File: src/rtl/stage_if.sv
// Instruction-fetch stage: holds the fetch PC, issues one outstanding imem request, offers word+PC to decode.
// Latency: zero-wait memory delivers the word combinationally in the ack cycle, giving one instruction per cycle.
// Backpressure: stall parks an acked word in instBuf (HAVE); ifBusy flags pending fetches. IF_ADEL_EN enables address-error trapping.
module stage_if #(
  parameter logic [31:0] RESET_VECTOR = 32'hBFC00000
) (
  input  logic        clk,
  input  logic        rst,
  input  logic        stall,
  input  logic        flush,
  input  logic [31:0] excVector,
  input  logic [31:0] nextPC,
  output logic        imemReq,
  output logic [31:0] imemAddr,
  input  logic        imemAck,
  input  logic [31:0] imemData,
  output logic [31:0] PC,
  output logic [31:0] instOut,
  output logic        instValid,
  output logic        ifBusy,
  output logic        adel
);

  typedef enum logic [1:0] {
    REQ  = 2'd0,
    HAVE = 2'd1,
    DROP = 2'd2,
    ERR  = 2'd3
  } state_t;

  state_t      state;
  state_t      state_nxt;
  logic [31:0] pc;
  logic [31:0] pc_nxt;
  logic [31:0] addrReg;
  logic [31:0] instBuf;
  logic        addr_load;
  logic        buf_load;

  // Misalignment of each candidate next-pc source; only meaningful when trapping is built in.
  logic        exc_mis;
  logic        npc_mis;
  logic        pc_mis;
  state_t      tgt_exc;
  state_t      tgt_npc;

`ifdef IF_ADEL_EN
  assign exc_mis = |excVector[1:0];
  assign npc_mis = |nextPC[1:0];
  assign pc_mis  = |pc[1:0];
`else
  assign exc_mis = 1'b0;
  assign npc_mis = 1'b0;
  assign pc_mis  = 1'b0;
`endif

  assign tgt_exc = exc_mis ? ERR : REQ;
  assign tgt_npc = npc_mis ? ERR : REQ;

  // Next-state, next-pc and per-state output decode.
  always_comb begin
    state_nxt = state;
    pc_nxt    = pc;
    addr_load = 1'b0;
    buf_load  = 1'b0;
    imemReq   = 1'b0;
    instOut   = 32'h0;
    ifBusy    = 1'b0;
    case (state)
      REQ: begin
        imemReq = 1'b1;
        if (imemAck) begin
          // The acked word is presented even on flush; decode is flushed so it is ignored.
          instOut = imemData;
          if (flush) begin
            pc_nxt    = excVector;
            state_nxt = tgt_exc;
            addr_load = 1'b1;
          end else if (!stall) begin
            pc_nxt    = nextPC;
            state_nxt = tgt_npc;
            addr_load = 1'b1;
          end else begin
            buf_load  = 1'b1;
            state_nxt = HAVE;
          end
        end else begin
          ifBusy = 1'b1;
          // The request already on the bus must still be drained, so addrReg keeps the stale address.
          if (flush) begin
            pc_nxt    = excVector;
            state_nxt = DROP;
          end
        end
      end
      HAVE: begin
        instOut = instBuf;
        if (flush) begin
          pc_nxt    = excVector;
          state_nxt = tgt_exc;
          addr_load = 1'b1;
        end else if (!stall) begin
          pc_nxt    = nextPC;
          state_nxt = tgt_npc;
          addr_load = 1'b1;
        end
      end
      DROP: begin
        imemReq = 1'b1;
        ifBusy  = 1'b1;
        if (flush) begin
          pc_nxt = excVector;
        end
        if (imemAck) begin
          addr_load = 1'b1;
          if (flush) begin
            state_nxt = tgt_exc;
          end else begin
            state_nxt = pc_mis ? ERR : REQ;
          end
        end
      end
`ifdef IF_ADEL_EN
      ERR: begin
        // Parked on a bad address until the exception logic redirects us.
        if (flush) begin
          pc_nxt    = excVector;
          state_nxt = tgt_exc;
          addr_load = 1'b1;
        end
      end
`endif
      default: begin
        state_nxt = REQ;
      end
    endcase
  end

  // State register with asynchronous reset back to the fetch-request state.
  always_ff @(posedge clk or posedge rst) begin
    if (rst) begin
      state <= REQ;
    end else begin
      state <= state_nxt;
    end
  end

  // Fetch PC, bus address and skid buffer for a word acked during stall.
  always_ff @(posedge clk or posedge rst) begin
    if (rst) begin
      pc      <= RESET_VECTOR;
`ifdef IF_ADEL_EN
      addrReg <= RESET_VECTOR;
`else
      addrReg <= {RESET_VECTOR[31:2], 2'b00};
`endif
      instBuf <= 32'h0;
    end else begin
      pc <= pc_nxt;
      if (addr_load) begin
`ifdef IF_ADEL_EN
        addrReg <= pc_nxt;
`else
        // Without trapping, a misaligned PC simply fetches its enclosing word.
        addrReg <= {pc_nxt[31:2], 2'b00};
`endif
      end
      if (buf_load) begin
        instBuf <= imemData;
      end
    end
  end

  assign imemAddr  = addrReg;
  assign PC        = pc;
  assign instValid = ~ifBusy;

`ifdef IF_ADEL_EN
  assign adel = (state == ERR);
`else
  assign adel = 1'b0;
`endif

endmodule

File: config.mk
export PLATFORM = sky130hd
export DESIGN_NAME = stage_if
export DESIGN_NICKNAME = d
export VERILOG_FILES = /design/src/rtl/stage_if.sv
export SDC_FILE = /design/constraint.sdc
export NUM_CORES = 1
export LEC_CHECK = 0
export BUFFER_PORTS_ARGS = -buffer_cell sky130_fd_sc_hd__buf_2
export CELL_PAD_IN_SITES_DETAIL_PLACEMENT = 2
export CELL_PAD_IN_SITES_GLOBAL_PLACEMENT = 2
export CORE_MARGIN = 1
export CORE_UTILIZATION = 30
export DETAILED_ROUTE_END_ITERATION = 10
export PLACE_DENSITY_LB_ADDON = 0.15
export SYNTH_ARGS = -nofsm -noshare
export SYNTH_HDL_FRONTEND = slang
export SYNTH_SLANG_ARGS = --single-unit
export TNS_END_PERCENT = 5
File: constraint.sdc
create_clock -name clk -period 3.9 [get_ports clk]
set_input_delay 0.39 -clock clk [delete_from_list [all_inputs] [get_ports clk]]
set_output_delay 0.39 -clock clk [all_outputs]
set_load 0.1 [all_outputs]
==> PnR_summary.wiki, run 1 <==
{| class="wikitable"
! Metric !! Value
|-
| Run status || finished, final reports clean
|-
| Register area || 0.00242 mm²
|-
| Clock net sink count || 96
|-
| Per-cell via count in the routed design || 4.97
|-
| Crit-path max FO || 26
|-
| Clock slew at the register clock pins of the worst setup and hold paths || 70 ps
|-
| Highest clock frequency the design can meet || 356 MHz
|-
| Classification of the worst-slack hold path || in2async
|-
| Share of post-route cells with drive strength above 1 || 56.1%
|-
| Skew-Pair Late Insertion Delay || 340 ps
|-
| Top library cells by usage in the layout, fill and taps aside || sky130_fd_sc_hd__buf_2 (197), sky130_fd_sc_hd__dfrtp_1 (78), sky130_fd_sc_hd__nor3_1 (57)
|-
| Number of top-level pins || 201
|-
| Die H || 131 µm
|-
| Wire length of the first global-routing pass || 24,000 µm
|-
| Worst path required time || 3510 ps
|-
| Average wire per cell in the routed design || 19.3 µm
|-
| HPWL after DPL || 11,400 µm
|-
| Leakage || 2.97 nW
|-
| Hold-fix buffers, CTS || 0
|-
| Total number of H-tree levels || 3
|-
| Diodes inserted || 0
|-
| Power per Cell Area || 606 mW/mm²
|-
| Layout overhead on the synthesized area || 28.8%
|-
| Gate count after technology mapping || 410
|-
| Syn. warnings || 0
|-
| Initial antenna violation count || 1
|-
| Final period utilization || 72.1%
|-
| Effective utilization at floorplan || 31.0%
|-
| Setup bufs post-CTS || 0
|-
| Cell variety after synth || 35
|-
| Setup violation total in the final timing report || 0
|-
| Max-capacitance violation count || 0
|-
| Count of antenna-violating nets left after detailed routing || 0
|-
| Horizontal extent of the die || 131 µm
|-
| Actual transition at the worst max-transition pin || 969 ps
|-
| Mean post-synth cell area || 12.1 µm²
|-
| Total CTS buffers || 9
|-
| Post-route non-filler standard cell count || 815
|-
| Kind of critical path || reg2out
|-
| Final setup TNS || 0 ps
|-
| Data arrival time at the worst-slack endpoint || 2420 ps
|-
| Multi-input gate area in the final layout || 0.00223 mm²
|-
| Final weighted congestion in routability-driven placement || 0.731
|-
| Primary FF master, synth || sky130_fd_sc_hd__dfrtp_1
|-
| Port Buffer Count || 197
|-
| Die area || 0.0171 mm²
|-
| Fin Clk Skew || 6.05 ps
|-
| Final critical path time including I/O delays and setup || 2810 ps
|-
| Length of routed met2 wiring || 8020 µm
|-
| Worst ir drop on vdd || 202 µV
|-
| Aggregate global routing overflow || 0
|-
| Number of flip-flops and latches in the synthesized netlist || 96
|-
| RSZ-0062 raised after global routing || false
|-
| Drt drc || 0
|-
| Core box area || 0.0160 mm²
|-
| Slew Limit Fails || 0
|-
| Part of the Yosys area used for sequential elements || 48.8%
|-
| Worst setup SP type || flip-flop
|-
| Filler Cell Count || 1,779
|-
| Net total in the final layout || 695
|-
| Global router's overall resource usage || 18.8%
|-
| Mapped Area || 0.00497 mm²
|-
| Worst-case clock buffer depth || 2
|-
| Via count of the routed design || 4,053
|-
| Largest net degree at the start of global routing || 77
|-
| Kind of end point of the critical path || output port
|-
| Worst relative slew slack || 35.4%
|-
| Highest layer used for signal routing || met5
|-
| Routed metal-1 wirelength || 6510 µm
|-
| DRC violation total after the first TritonRoute iteration || 64
|-
| Clock tree from TritonCTS || done
|-
| Amount of wire on met3 after detailed routing || 1020 µm
|-
| Total wire length after detailed routing || 15,800 µm
|-
| Synth async-reset ratio || 100%
|-
| Number of enable-type register cells in the synthesized netlist || 0
|-
| Cell chosen for the clock root || sky130_fd_sc_hd__clkbuf_16
|-
| # placed instances || 799
|-
| Number of detailed-routing iterations run before antenna repair || 4
|-
| R2R Setup Slk || 1500 ps
|-
| Count of standard-cell rows || 46
|-
| Commonest non-fill, non-tap cell in the layout || sky130_fd_sc_hd__buf_2
|-
| Number of hold-slack violations in the final timing report || 0
|-
| Reg2Reg Depth || 5
|-
| Via count of the first global-routing pass || 4,445
|-
| Resized cells post-CTS || 0
|}
path summary, 6_finish.rpt:
path	start	endpoint
setup / recovery	state[1]	instOut[11]
hold / removal	rst	instBuf[24]
setup reg to reg	state[0]	imemAddr[16]
hold reg to reg	imemAddr[30]	imemAddr[30]
max in group asynchronous	rst	imemAddr[25]
min in group clk	imemData[20]	instBuf[20]
where the power goes:
part | internal (W) | leakage [nW] | switching, W
combinational | 0.000367 | 1.75 | 0.00135
clock | 0.000451 | 0.128 | 0.000366
sequential | 0.00121 | 1.09 | 0.000124
through the flow:
step / instance area (µm²) / setup WS (ps) / util, % / hold WS [ps] / power [W]
floorplan: 4970 / 1030 / - / 480 / 0.00278
global placement: 6130 / 1510 / 38.3 / 486 / 0.00306
detailed placement: 6130 / 1440 / 38.3 / 491 / 0.00309
CTS: 6400 / 1060 / 40.0 / 278 / 0.00393
global route: 6400 / 935 / 40.0 / 290 / 0.00403
finish: 6400 / 1090 / 40.0 / 269 / 0.00387
per-layer routing:
layer	track usage, %	vias up
li1	-	1846
met1	22.7	2072
met2	32.6	118
met3	4.64	15
met4	6.69	2
met5	0	-
critical path: stages (launching register included):
cell and delay (ps):
sky130_fd_sc_hd__dfrtp_1 510, sky130_fd_sc_hd__nor3b_2 530, sky130_fd_sc_hd__buf_4 400, sky130_fd_sc_hd__a22o_1 210
sky130_fd_sc_hd__buf_2 430
cells by family after synthesis:
kind of cell           count (synthesis)  synth area share (%)
AND/OR/NAND/NOR                      104                  9.70
flip-flops                            96                  48.8
AO/OA/AOI/OAI                         77                  20.0
buffers and inverters                 70                  6.65
multiplexers                          62                  14.8
other                                  1                0.0755
synth_stat cells, types with 2 or more instances:
| library cell | count | area, µm² |
|---|---|---|
| sky130_fd_sc_hd__a2111oi_2 | 15 | 225 |
| sky130_fd_sc_hd__a2111oi_4 | 13 | 358 |
| sky130_fd_sc_hd__a21oi_1 | 4 | 20.0 |
| sky130_fd_sc_hd__a22o_1 | 32 | 280 |
| sky130_fd_sc_hd__a31o_2 | 2 | 17.5 |
| sky130_fd_sc_hd__buf_2 | 8 | 40.0 |
| sky130_fd_sc_hd__buf_4 | 7 | 52.6 |
| sky130_fd_sc_hd__buf_6 | 2 | 22.5 |
| sky130_fd_sc_hd__clkbuf_1 | 19 | 71.3 |
| sky130_fd_sc_hd__dfrtp_1 | 78 | 1950 |
| sky130_fd_sc_hd__dfstp_2 | 18 | 473 |
| sky130_fd_sc_hd__inv_1 | 33 | 124 |
| sky130_fd_sc_hd__mux2_2 | 52 | 586 |
| sky130_fd_sc_hd__mux2_4 | 10 | 150 |
| sky130_fd_sc_hd__nand2_1 | 3 | 11.3 |
| sky130_fd_sc_hd__nor2_1 | 36 | 135 |
| sky130_fd_sc_hd__nor3_1 | 57 | 285 |
| sky130_fd_sc_hd__o21ai_0 | 2 | 10.0 |
| sky130_fd_sc_hd__o22ai_1 | 2 | 12.5 |
| sky130_fd_sc_hd__or2_2 | 2 | 12.5 |
area by class of cell:
type / instances / share of cell area (%)
multi-input cells: 246 / 34.9
clock buffers: 15 / 4.03
repair buffers: 208 / 16.9
well taps: 216 / 4.23
inverters: 33 / 1.98
flip-flops and latches: 96 / 37.9
clock inverters: 1 / 0.0782
flip-flops by register name (all words and copies together) (netlist names):
name      flops
PC           32
instBuf      32
state         2
imemAddr     30
Power figures use the tool's default switching activity.
==> inputs of run 2 (changes only) <==
Clock period 3.9 ns to 2.59 ns, I/O delays scaled along.
==> PnR_summary.wiki, run 2 (same netlist as run 1, synthesis figures left out) <==
{| class="wikitable"
! Metric !! Value
|-
| Run status || finished, final reports clean (unchanged)
|-
| Initial antenna violation count || 3 (was 1)
|-
| Worst relative slew slack || 45.8% (was 35.4%)
|-
| Slew Limit Fails || 0 (unchanged)
|-
| Count of antenna-violating nets left after detailed routing || 0 (unchanged)
|-
| Commonest non-fill, non-tap cell in the layout || sky130_fd_sc_hd__buf_2 (unchanged)
|-
| Top library cells by usage in the layout, fill and taps aside || sky130_fd_sc_hd__buf_2 (178), sky130_fd_sc_hd__dfrtp_1 (78), sky130_fd_sc_hd__nor3_1 (57) (was sky130_fd_sc_hd__buf_2 (197), sky130_fd_sc_hd__dfrtp_1 (78), sky130_fd_sc_hd__nor3_1 (57))
|-
| Number of detailed-routing iterations run before antenna repair || 4 (unchanged)
|-
| Classification of the worst-slack hold path || in2async (unchanged)
|-
| Share of post-route cells with drive strength above 1 || 57.0% (was 56.1%)
|-
| Clock slew at the register clock pins of the worst setup and hold paths || 70 ps (about the same)
|-
| Max-capacitance violation count || 0 (unchanged)
|-
| HPWL after DPL || 11,900 µm (was 11,400 µm)
|-
| Die area || 0.0171 mm² (unchanged)
|-
| Skew-Pair Late Insertion Delay || 340 ps (about the same)
|-
| Diodes inserted || 0 (unchanged)
|-
| Per-cell via count in the routed design || 4.98 (was 4.97)
|-
| # placed instances || 803 (was 799)
|-
| Effective utilization at floorplan || 31.0% (unchanged)
|-
| Kind of critical path || reg2out (unchanged)
|-
| Average wire per cell in the routed design || 19.7 µm (was 19.3 µm)
|-
| Power per Cell Area || 890 mW/mm² (was 606 mW/mm²)
|-
| Crit-path max FO || 33 (was 26)
|-
| Switching Fraction || 46.6% (was 47.5%)
|-
| Fin Clk Skew || 7.63 ps (was 6.05 ps)
|-
| Total number of H-tree levels || 3 (unchanged)
|-
| Final period utilization || 93.2%
|-
| Worst ir drop on vdd || 475 µV (was 202 µV)
|-
| Hold-fix buffers, CTS || 0 (unchanged)
|-
| Post-route non-filler standard cell count || 819 (was 815)
|-
| Internal Power || 0.00322 W (was 0.00203 W)
|-
| Total wire length after detailed routing || 16,200 µm (was 15,800 µm)
|-
| Clock tree from TritonCTS || done (unchanged)
|-
| Kind of end point of the critical path || output port (unchanged)
|-
| Clock power share || 22.1% (was 21.1%)
|-
| Via count of the routed design || 4,082 (was 4,053)
|-
| Number of top-level pins || 201 (unchanged)
|-
| Final weighted congestion in routability-driven placement || 0.747 (was 0.731)
|-
| Drt drc || 0 (unchanged)
|-
| Final setup TNS || 0 ps (unchanged)
|-
| Share of total power in combinational logic || 44.7% (was 44.4%)
|-
| Actual transition at the worst max-transition pin || 811 ps (was 969 ps)
|-
| Data arrival time at the worst-slack endpoint || 2160 ps (was 2420 ps)
|-
| Count of standard-cell rows || 46 (unchanged)
|-
| Aggregate global routing overflow || 0 (unchanged)
|-
| Layout overhead on the synthesized area || 36.7% (was 28.8%)
|-
| Port Buffer Count || 197 (unchanged)
|-
| Final critical path time including I/O delays and setup || 2410 ps
|-
| DRC violation total after the first TritonRoute iteration || 145 (was 64)
|-
| Switching power summed over all nets || 0.00282 W (was 0.00184 W)
|-
| RSZ-0062 raised after global routing || false (unchanged)
|-
| Global router's overall resource usage || 19.6% (was 18.8%)
|-
| Cell chosen for the clock root || sky130_fd_sc_hd__clkbuf_16 (unchanged)
|-
| Die H || 131 µm (unchanged)
|-
| Total CTS buffers || 9 (unchanged)
|-
| Highest clock frequency the design can meet || 414 MHz
|-
| Number of hold-slack violations in the final timing report || 0 (unchanged)
|-
| Net total in the final layout || 699 (was 695)
|-
| Wire length of the first global-routing pass || 25,200 µm (was 24,000 µm)
|-
| Worst setup SP type || flip-flop (unchanged)
|-
| Via count of the first global-routing pass || 4,658 (was 4,445)
|-
| Horizontal extent of the die || 131 µm (unchanged)
|-
| Worst path required time || 2330 ps (was 3510 ps)
|-
| Clock net sink count || 96 (unchanged)
|-
| Largest net degree at the start of global routing || 37 (was 77)
|-
| Leakage || 3.09 nW (was 2.97 nW)
|-
| Core box area || 0.0160 mm² (unchanged)
|-
| Worst-case clock buffer depth || 2 (unchanged)
|-
| Setup violation total in the final timing report || 0 (unchanged)
|-
| Reg power frac || 33.2% (was 34.5%)
|}
==> run 2: changes by cell type in the layout (fill, tap and decap cells not counted), sizes merged <==
| cell | before | now |
|---|---|---|
| clkinvlp | 0 | 2 |
| inv | 33 | 32 |
| clkbuf | 15 | 14 |
| buf | 208 | 212 |
==> run 2: power groups by stage <==
stage	clock network, W	logic, W	registers, W
after floorplan	0	0.000974	0.00321
after global placement	0	0.00268	0.00202
after detailed placement	0	0.00272	0.00204
after CTS	0.00138	0.00273	0.00201
after global routing	0.00145	0.00280	0.00205
final	0.00133	0.00270	0.00201
==> run 2: what timing repair did <==
action                                  CTS  global route
buffers inserted                          0             0
gates resized for setup                   1             0
endpoints found under the setup margin   19             0
==> run 2: path summary, 6_finish.rpt <==
| kind | startpoint | end | slack [ps] | cells past startpoint |
|---|---|---|---|---|
| worst max register to register | state[1] | imemAddr[13] | 490 | 4 |
| worst max-delay path | state[1] | instOut[11] | 180 | 4 |
| worst min register to register | imemAddr[9] | imemAddr[9] | 510 | 1 |
| worst min-delay path | rst | PC[16] | 40 | 2 |
| max in group asynchronous | rst | PC[22] | 1810 | 3 |
| min in group clk | imemData[14] | instBuf[14] | 160 | 2 |
==> run 2: layer usage <==
layer,vias up,wire [µm],GRT usage (%)
met3,15,1070,6.11
met5,-,20,0
li1,1851,-,-
met2,124,8270,34.3
met1,2088,6630,23.0
met4,4,183,5.14
==> run 2: stage by stage <==
step / instance area (µm²) / hold WS (ps) / setup WS [ps] / power [W] / utilization (%)
after floorplan: 4980 / 404 / 20.8 / 0.00419 / -
after global placement: 6490 / 451 / 479 / 0.00471 / 40.5
after detailed placement: 6490 / 460 / 324 / 0.00476 / 40.5
after CTS: 6790 / 76.9 / 119 / 0.00612 / 42.4
after global routing: 6790 / 82.2 / 53.1 / 0.00630 / 42.4
final: 6790 / 43.9 / 175 / 0.00604 / 42.4
==> run 2: layout make-up <==
class	instances	area, µm²
fillers	1727	9210
flip-flops and latches	96	2420
multi-input cells	246	2240
repair buffers	212	1430
clock buffers	14	284
well taps	216	270
inverters	33	128
clock inverters	2	12.5
==> run 2: critical path, stage by stage, from the launching register on <==
cell                      delay [ps]
sky130_fd_sc_hd__dfrtp_1         520
sky130_fd_sc_hd__nor3b_2         240
sky130_fd_sc_hd__buf_4           360
sky130_fd_sc_hd__a22o_1          240
sky130_fd_sc_hd__buf_2           440
